===== src/rtl/branch_resolve.sv =====
// branch_resolve: registered RV32I conditional-branch resolution stage.
// Evaluates the branch condition from the raw operands plus the upstream
// unsigned-compare result, forms the next PC and a mispredict flag, and holds
// the result in a one-entry output register with a valid/ready handshake.
// Optional feature macro: BRANCH_STATS_EN adds saturating taken/not-taken
// counters (taken_cnt / nottaken_cnt ports).
module branch_resolve #(
  parameter int XLEN  = 32,
  parameter int CNT_W = 16
) (
  input  logic            clk,
  input  logic            rst,
  input  logic            in_valid,
  output logic            in_ready,
  input  logic [XLEN-1:0] op_a,
  input  logic [XLEN-1:0] op_b,
  input  logic [XLEN-1:0] ltu_i,
  input  logic [2:0]      funct3,
  input  logic [XLEN-1:0] pc,
  input  logic [XLEN-1:0] imm,
  input  logic            pred_taken,
  input  logic            flush,
  output logic            out_valid,
  input  logic            out_ready,
  output logic            out_taken,
  output logic            out_mispredict,
  output logic            out_illegal,
  output logic [XLEN-1:0] out_target
`ifdef BRANCH_STATS_EN
  ,
  output logic [CNT_W-1:0] taken_cnt,
  output logic [CNT_W-1:0] nottaken_cnt
`endif
);

  typedef enum logic {EMPTY = 1'b0, FULL = 1'b1} state_t;

  state_t          state_q, state_d;
  logic            capture;
  logic            eq_c, ltu_c, lt_c, taken_c, illegal_c, mispred_c;
  logic [XLEN-1:0] target_c;
  logic            taken_q, mispred_q, illegal_q;
  logic [XLEN-1:0] target_q;

  // Only bit 0 of the comparator result carries information.
  logic unused_ltu_hi;
  assign unused_ltu_hi = ^ltu_i[XLEN-1:1];

  // Condition evaluation, target and mispredict from the current inputs
  always_comb begin
    eq_c      = (op_a == op_b);
    ltu_c     = ltu_i[0];
    // Differing signs decide signed order directly; same signs reuse ltu.
    lt_c      = (op_a[XLEN-1] ^ op_b[XLEN-1]) ? op_a[XLEN-1] : ltu_c;
    taken_c   = 1'b0;
    illegal_c = 1'b0;
    case (funct3)
      3'b000:  taken_c = eq_c;
      3'b001:  taken_c = !eq_c;
      3'b100:  taken_c = lt_c;
      3'b101:  taken_c = !lt_c;
      3'b110:  taken_c = ltu_c;
      3'b111:  taken_c = !ltu_c;
      default: illegal_c = 1'b1;
    endcase
    mispred_c = taken_c ^ pred_taken;
    target_c  = taken_c ? (pc + imm) : (pc + XLEN'(4));
  end

  // Handshake control: next state and capture strobe, flush has priority
  always_comb begin
    state_d  = state_q;
    in_ready = (state_q == EMPTY) || out_ready;
    capture  = 1'b0;
    if (flush) begin
      state_d = EMPTY;
    end else if (in_valid && in_ready) begin
      capture = 1'b1;
      state_d = FULL;
    end else if (state_q == FULL && out_ready) begin
      state_d = EMPTY;
    end
  end

  // State register
  always_ff @(posedge clk) begin
    if (rst) state_q <= EMPTY;
    else     state_q <= state_d;
  end

  // Result register: loads only on capture, otherwise holds stable
  always_ff @(posedge clk) begin
    if (rst) begin
      taken_q   <= 1'b0;
      mispred_q <= 1'b0;
      illegal_q <= 1'b0;
      target_q  <= '0;
    end else if (capture) begin
      taken_q   <= taken_c;
      mispred_q <= mispred_c;
      illegal_q <= illegal_c;
      target_q  <= target_c;
    end
  end

  assign out_valid      = (state_q == FULL);
  assign out_taken      = taken_q;
  assign out_mispredict = mispred_q;
  assign out_illegal    = illegal_q;
  assign out_target     = target_q;

`ifdef BRANCH_STATS_EN
  logic [CNT_W-1:0] taken_cnt_q, nottaken_cnt_q;

  function automatic logic [CNT_W-1:0] sat_inc(input logic [CNT_W-1:0] v);
    return (&v) ? v : v + CNT_W'(1);
  endfunction

  // Statistics: count legal captured branches by outcome, saturating
  always_ff @(posedge clk) begin
    if (rst) begin
      taken_cnt_q    <= '0;
      nottaken_cnt_q <= '0;
    end else if (capture && !illegal_c) begin
      if (taken_c) taken_cnt_q    <= sat_inc(taken_cnt_q);
      else         nottaken_cnt_q <= sat_inc(nottaken_cnt_q);
    end
  end

  assign taken_cnt    = taken_cnt_q;
  assign nottaken_cnt = nottaken_cnt_q;
`endif

endmodule


===== config.mk =====
export PLATFORM = sky130hd
export DESIGN_NAME = branch_resolve
export DESIGN_NICKNAME = d
export VERILOG_FILES = /design/src/rtl/branch_resolve.sv
export SDC_FILE = /design/constraint.sdc
export NUM_CORES = 1
export LEC_CHECK = 0
export BUFFER_PORTS_ARGS = -buffer_cell sky130_fd_sc_hd__buf_2
export CAP_MARGIN = 20
export CORE_MARGIN = 2
export CORE_UTILIZATION = 40
export DETAILED_ROUTE_END_ITERATION = 16
export PLACE_DENSITY_LB_ADDON = 0.25
export SLEW_MARGIN = 20
export SYNTH_ARGS = -nofsm -noshare
export SYNTH_HDL_FRONTEND = slang
export SYNTH_SLANG_ARGS = --single-unit

===== constraint.sdc =====
create_clock -name clk -period 2.6 [get_ports clk]
set_clock_uncertainty 0.1 [all_clocks]
set_input_delay 0 -clock clk [delete_from_list [all_inputs] [get_ports clk]]
set_output_delay 0 -clock clk [all_outputs]
set_load 0.02 [all_outputs]

==> impl_metrics.env, run 1 <==
export IMPL_cts_sinks=36
export IMPL_yosysWarnings=0
export IMPL_design_area_um2=5570
export IMPL_io_buffer_count=174
export IMPL_rsz0062_at_grt="no"
export IMPL_grt_max_degree=29
export IMPL_crit_path_cell_trace="dlygate4sd3_1, buf_2, ha_1, buf_4, nand4_1, o32ai_1, nor3_1, o41ai_4, a31oi_2, mux2i_1, o211ai_1"
export IMPL_synthToLayoutAreaGrowth_pct=31.7
export IMPL_die_x_um=107
export IMPL_antenna_left=0
export IMPL_synth_edf_count=0
export IMPL_layout_drive_gt1_share_pct=30.2
export IMPL_synth_top_cells_by_area="dfxtp_1, xor2_1, ha_1, xnor2_1, a21oi_1"
export IMPL_start_util_pct=41.1
export IMPL_fp_row_count=37
export IMPL_drt_wirelength_per_cell_um=15.0
export IMPL_setup_tns_ns=0
export IMPL_placed_cell_area_um2=5320
export IMPL_worstPathMaxFanout=5
export IMPL_critPathSlowestCell="dlygate4sd3_1"
export IMPL_startpoint_type="input port"
export IMPL_slew_headroom_pct=53.9
export IMPL_end_kind="flop"
export IMPL_dp_hpwl_mm=10.6
export IMPL_antenna_cells=0
export IMPL_pre_cts_ws_ns=0.0191
export IMPL_mostFrequentLayoutCells="buf_2, nand2_1, a21oi_1, xor2_1, xnor2_1"
export IMPL_ios=206
export IMPL_grt_pass1_vias=4462
export IMPL_ys_flop_type="dfxtp_1"
export IMPL_postSynthCellCount=541
export IMPL_clkSlewWorstSetupHoldPaths_ns=0.08
export IMPL_globalRouteTotalUtil_pct=22.5
export IMPL_drt_initial_drc_count=259
export IMPL_routed_via_density=5.46
export IMPL_fin_total_pwr_mw=2.12
export IMPL_antenna_found_initial=0
export IMPL_drtPass1Iterations=5
export IMPL_crit_type="in -> reg"
export IMPL_gr_total_overflow=0
export IMPL_via_count=4748
export IMPL_gp_congestion=0.915
export IMPL_peakVddDrop_mv=0.199
export IMPL_setup_ws_ns=0.122
export IMPL_cellPowerDensity_nw_per_um2=380
export IMPL_outcome="finished clean"
export IMPL_seq_area_frac_synth_pct=17.0
export IMPL_ys_types=70
export IMPL_synth_top_area_cell="dfxtp_1"
export IMPL_final_nets=934
export IMPL_cp_required_ns=2.68
export IMPL_hold_ws_ns=0.0161
export IMPL_clockBufferDepth=2
export IMPL_worstSkewPairLatency_ns=0.29
export IMPL_synthesis_area_um2=4230
export IMPL_setup_viol=0
export IMPL_drv_slew=0
export IMPL_hold_viol_final=0
export IMPL_ys_ff_latch=36
export IMPL_cts_root_buf="clkbuf_8"
export IMPL_syn_area_per_cell_um2=7.81
export IMPL_drc=0
export IMPL_syn_nets=743
export IMPL_cts_buffers=5
export IMPL_p_leak_nw=2.56
export IMPL_grt_pass1_wl_mm=20.9
export IMPL_cts_tree="done"
export IMPL_slowest_delay_ns=0.53
export IMPL_fmax_ghz=0.403
export IMPL_die_h_um=107
export IMPL_async_reset_ff_share_pct=0
export IMPL_worst_ep_arrival_time_ns=2.56
export IMPL_hold_path_class="in -> reg"
export IMPL_cts_max_level=2
export IMPL_fin_crit_sh_pct=95.3
export IMPL_period_minus_slack_ns=2.48
export IMPL_routed_wl_mm=13.0
export IMPL_final_common_cell="buf_2"
export IMPL_cap_violations=0
export IMPL_core_um2=10300
export IMPL_synth_top_area_share_pct=17.0
export IMPL_tightest_slew_ns=0.689
export IMPL_dieArea_um2=11400
[sequential cells by signal (all words and copies together), names as in the netlist]
signal          count
out_valid           1
out_illegal         1
out_mispredict      1
out_taken           1
out_target         32
[path summary, 6_finish.rpt]
| kind | endpoint | startpoint | depth (start not counted) | slack (ns) |
|---|---|---|---|---|
| worst max-delay path | out_target[29]$_SDFFE_PP0P_ | pc[21] | 11 | 0.12 |
| worst min-delay path | out_target[16]$_SDFFE_PP0P_ | pc[16] | 4 | 0.02 |
| worst max register to register | out_target[31]$_SDFFE_PP0P_ | out_valid$_SDFFE_PP0P_ | 7 | 0.54 |
| worst min register to register | out_target[9]$_SDFFE_PP0P_ | out_target[9]$_SDFFE_PP0P_ | 2 | 0.36 |
[cell type report]
cell class	instances	area (µm²)
Multi-Input combinational cell	473	3380
Clock buffer	5	68.8
Inverter	13	48.8
Tap cell	136	170
Fill cell	1014	4710
Clock inverter	3	42.5
Sequential cell	36	721
Timing Repair Buffer	203	1130
[metal layers]
layer  up-vias  share of wire [%]  wire length (µm)  track usage, %
li1       2383                  -                 -               -
met1      2195                 43              5670            29.3
met2       164                 49              6440            40.0
met3         6                6.3               826            2.67
met4         0               0.79               103            4.45
met5         -                  0                 0               0
[Yosys cell counts (3+ instances only)]
master    number
a22oi_1        9
a21o_2         3
o211ai_1      10
nor3_1        12
a32oi_1        3
nor3b_1        4
a21oi_1       47
nor2_1        38
dfxtp_1       36
ha_1          32
nand2_1       47
a211oi_1       9
xnor2_1       40
o21bai_1       5
nand4_1       13
xor2_1        46
o21ai_0       18
clkbuf_1      10
buf_4          4
buf_2          4
and2_1         5
nand3_1       21
mux2i_1        9
o21a_1         3
o21ai_1        5
and4_1         4
nand2b_1       4
inv_1         13
nor2b_1        5
nand3b_1       5
nor4_1         9
a21o_1        16
and3_1         6
[where the power goes]
group | leakage [nW] | internal (mW) | switching (mW)
Combinational | 2.21 | 0.436 | 0.544
Sequential | 0.295 | 0.591 | 0.0219
Clock | 0.0541 | 0.284 | 0.240
Total | 2.56 | 1.31 | 0.805
[critical path: cells and delay by family]
kind            cells  cell delay (ns)
compound gates      4             0.66
fa+ha+maj           1             0.32
buf+inv             3             0.85
mux                 1             0.23
simple gates        2             0.50
[per-stage QoR]
stage,cells,utilization [%]
2_1_floorplan,541,-
3_3_place_gp,848,51.8
3_5_place_dp,848,51.8
4_1_cts,868,54.1
5_1_grt,869,54.2
6_report,869,54.2
[cells by family after synthesis]
kind of cell    share of synthesized area, %
compound gates                          26.4
fa+ha+maj                               9.94
simple gates                            23.0
xor+xnor                                17.8
buf+inv                                 3.34
flops                                   17.0
mux                                     2.46
[what timing repair did]
action / in CTS / in global routing
buffers inserted: 0 / 1
hold buffers: 12 / 0
setup endpoints to repair: 0 / 4
gates resized for setup: 0 / 1
hold endpoints to repair: 10 / 0
Note: power is estimated with default switching activity, not from simulation.
==> run 2: changes to the inputs <==
ABC_CLOCK_PERIOD_IN_PS = 2600   (was unset)
RECOVER_POWER = 25   (was unset)
==> impl_metrics.env, run 2 (synthesized netlist as in run 1, its figures left out) <==
export IMPL_dp_cells=848
export IMPL_cts_root_buf="clkbuf_8"
export IMPL_rsz0062_at_grt="no"
export IMPL_via_count=4768
export IMPL_fin_crit_sh_pct=94.8
export IMPL_startpoint_type="input port"
export IMPL_cap_violations=0
export IMPL_path_delay_family="buffers and inverters"
export IMPL_clockBufferDepth=2
export IMPL_die_h_um=107
export IMPL_cts_tree="done"
export IMPL_drt_wirelength_per_cell_um=15.0
export IMPL_largest_reg_flops=32
export IMPL_end_kind="flop"
export IMPL_crit_path_cell_trace="dlygate4sd3_1, buf_2, ha_1, buf_4, nand4_1, o32ai_1, nor3_1, o41ai_4, a31oi_2, mux2i_1, o211ai_1"
export IMPL_final_nets=934
export IMPL_cp_required_ns=2.69
export IMPL_cts_max_level=2
export IMPL_peakVddDrop_mv=0.199
export IMPL_crit_type="in -> reg"
export IMPL_outcome="finished clean"
export IMPL_worstRegToRegCells=7
export IMPL_core_um2=10300
export IMPL_setup_viol=0
export IMPL_grt_pass1_wl_mm=20.9
export IMPL_fin_total_pwr_mw=2.12
export IMPL_slew_headroom_pct=53.1
export IMPL_die_x_um=107
export IMPL_dieArea_um2=11400
export IMPL_antenna_left=0
export IMPL_antenna_found_initial=0
export IMPL_worst_ep_arrival_time_ns=2.55
export IMPL_gp_congestion=0.915
export IMPL_cts_sinks=36
export IMPL_cp_depth=11
export IMPL_nFillCells=1023
export IMPL_drt_initial_drc_count=260
export IMPL_hold_depth=4
export IMPL_cts_buffers=5
export IMPL_cellPowerDensity_nw_per_um2=382
export IMPL_fin_cells=869
export IMPL_clkSlewWorstSetupHoldPaths_ns=0.08
export IMPL_drv_slew=0
export IMPL_final_common_cell="buf_2"
export IMPL_critPathSlowestCell="dlygate4sd3_1"
export IMPL_fp_row_count=37
export IMPL_fmax_ghz=0.406
export IMPL_dp_hpwl_mm=10.6
export IMPL_routed_via_density=5.49
export IMPL_period_minus_slack_ns=2.47
export IMPL_grt_max_degree=29
export IMPL_slowest_delay_ns=0.53
export IMPL_layout_drive_gt1_share_pct=27.7
export IMPL_ios=206
export IMPL_tightest_slew_ns=0.700
export IMPL_hold_ws_ns=0.0224
export IMPL_gr_total_overflow=0
export IMPL_start_util_pct=41.1
export IMPL_grt_pass1_vias=4462
export IMPL_antenna_cells=0
export IMPL_hold_path_class="in -> reg"
export IMPL_synthToLayoutAreaGrowth_pct=31.1
export IMPL_drc=0
export IMPL_routed_wl_mm=13.0
export IMPL_hold_viol_final=0
export IMPL_io_buffer_count=174
export IMPL_mostFrequentLayoutCells="buf_2, nand2_1, a21oi_1, xor2_1, xnor2_1"
export IMPL_worstPathMaxFanout=5
export IMPL_globalRouteTotalUtil_pct=22.5
export IMPL_worstSkewPairLatency_ns=0.29
export IMPL_p_leak_nw=2.49
export IMPL_drtPass1Iterations=5
export IMPL_setup_tns_ns=0
export IMPL_worst_path_buf_inv=3
run 2: cell types whose count changed in the layout (fill, tap and decap cells not counted):
cell	before	now
buf_2	174	156
clkbuf_1	0	18
run 2: path summary, 6_finish.rpt:
check / start / to / slack (ns)
setup reg to reg: out_valid$_SDFFE_PP0P_ / out_target[31]$_SDFFE_PP0P_ / 0.54
hold / removal: pc[18] / out_target[18]$_SDFFE_PP0P_ / 0.02
hold reg to reg: out_target[9]$_SDFFE_PP0P_ / out_target[9]$_SDFFE_PP0P_ / 0.36
setup / recovery: pc[21] / out_target[29]$_SDFFE_PP0P_ / 0.13
run 2: timing repair:
action | 4_1_cts | 5_1_grt
resized for setup | 0 | 1
hold buffers | 12 | 0
endpoints found under the setup margin | 0 | 4
hold endpoints to repair | 10 | 0
buffers inserted | 0 | 1
run 2: per-stage QoR:
step                      worst slack, ns  util, %  cell area [µm²]
after global placement             0.0263     51.8             5320
after floorplan                     0.265        -             4230
after global routing               0.0228     53.9             5540
final                               0.135     53.9             5540
after CTS                          0.0247     54.1             5560
after detailed placement           0.0191     51.8             5320
run 2: cell type report:
cell class,instances,area [µm²],share of cell area [%]
well taps,136,170,3.07
multi-input cells,473,3380,61.0
repair buffers,203,1110,20.0
clock inverters,3,42.5,0.767
inverters,13,48.8,0.880
clock buffers,5,68.8,1.24
flip-flops and latches,36,721,13.0
run 2: where the power goes:
part | internal, mW | total (mW) | switching (mW)
Combinational | 0.430 | 0.973 | 0.543
Clock | 0.284 | 0.529 | 0.244
Sequential | 0.591 | 0.614 | 0.0225
run 2: worst min-delay path, stage by stage:
cell and delay, ns:
buf_2 0.11, xnor2_1 0.12, a32oi_1 0.09, o21ai_0 0.07
run 2: layer usage:
| layer | part of all wire [%] | up-vias | GRT usage (%) | wire length (µm) |
|---|---|---|---|---|
| met1 | 43 | 2191 | 29.3 | 5660 |
| met4 | 1.1 | 0 | 4.45 | 142 |
| met2 | 49 | 183 | 40.0 | 6450 |
| met5 | 0 | - | 0 | 0 |
| met3 | 6.0 | 15 | 2.67 | 784 |
| li1 | - | 2379 | - | - |
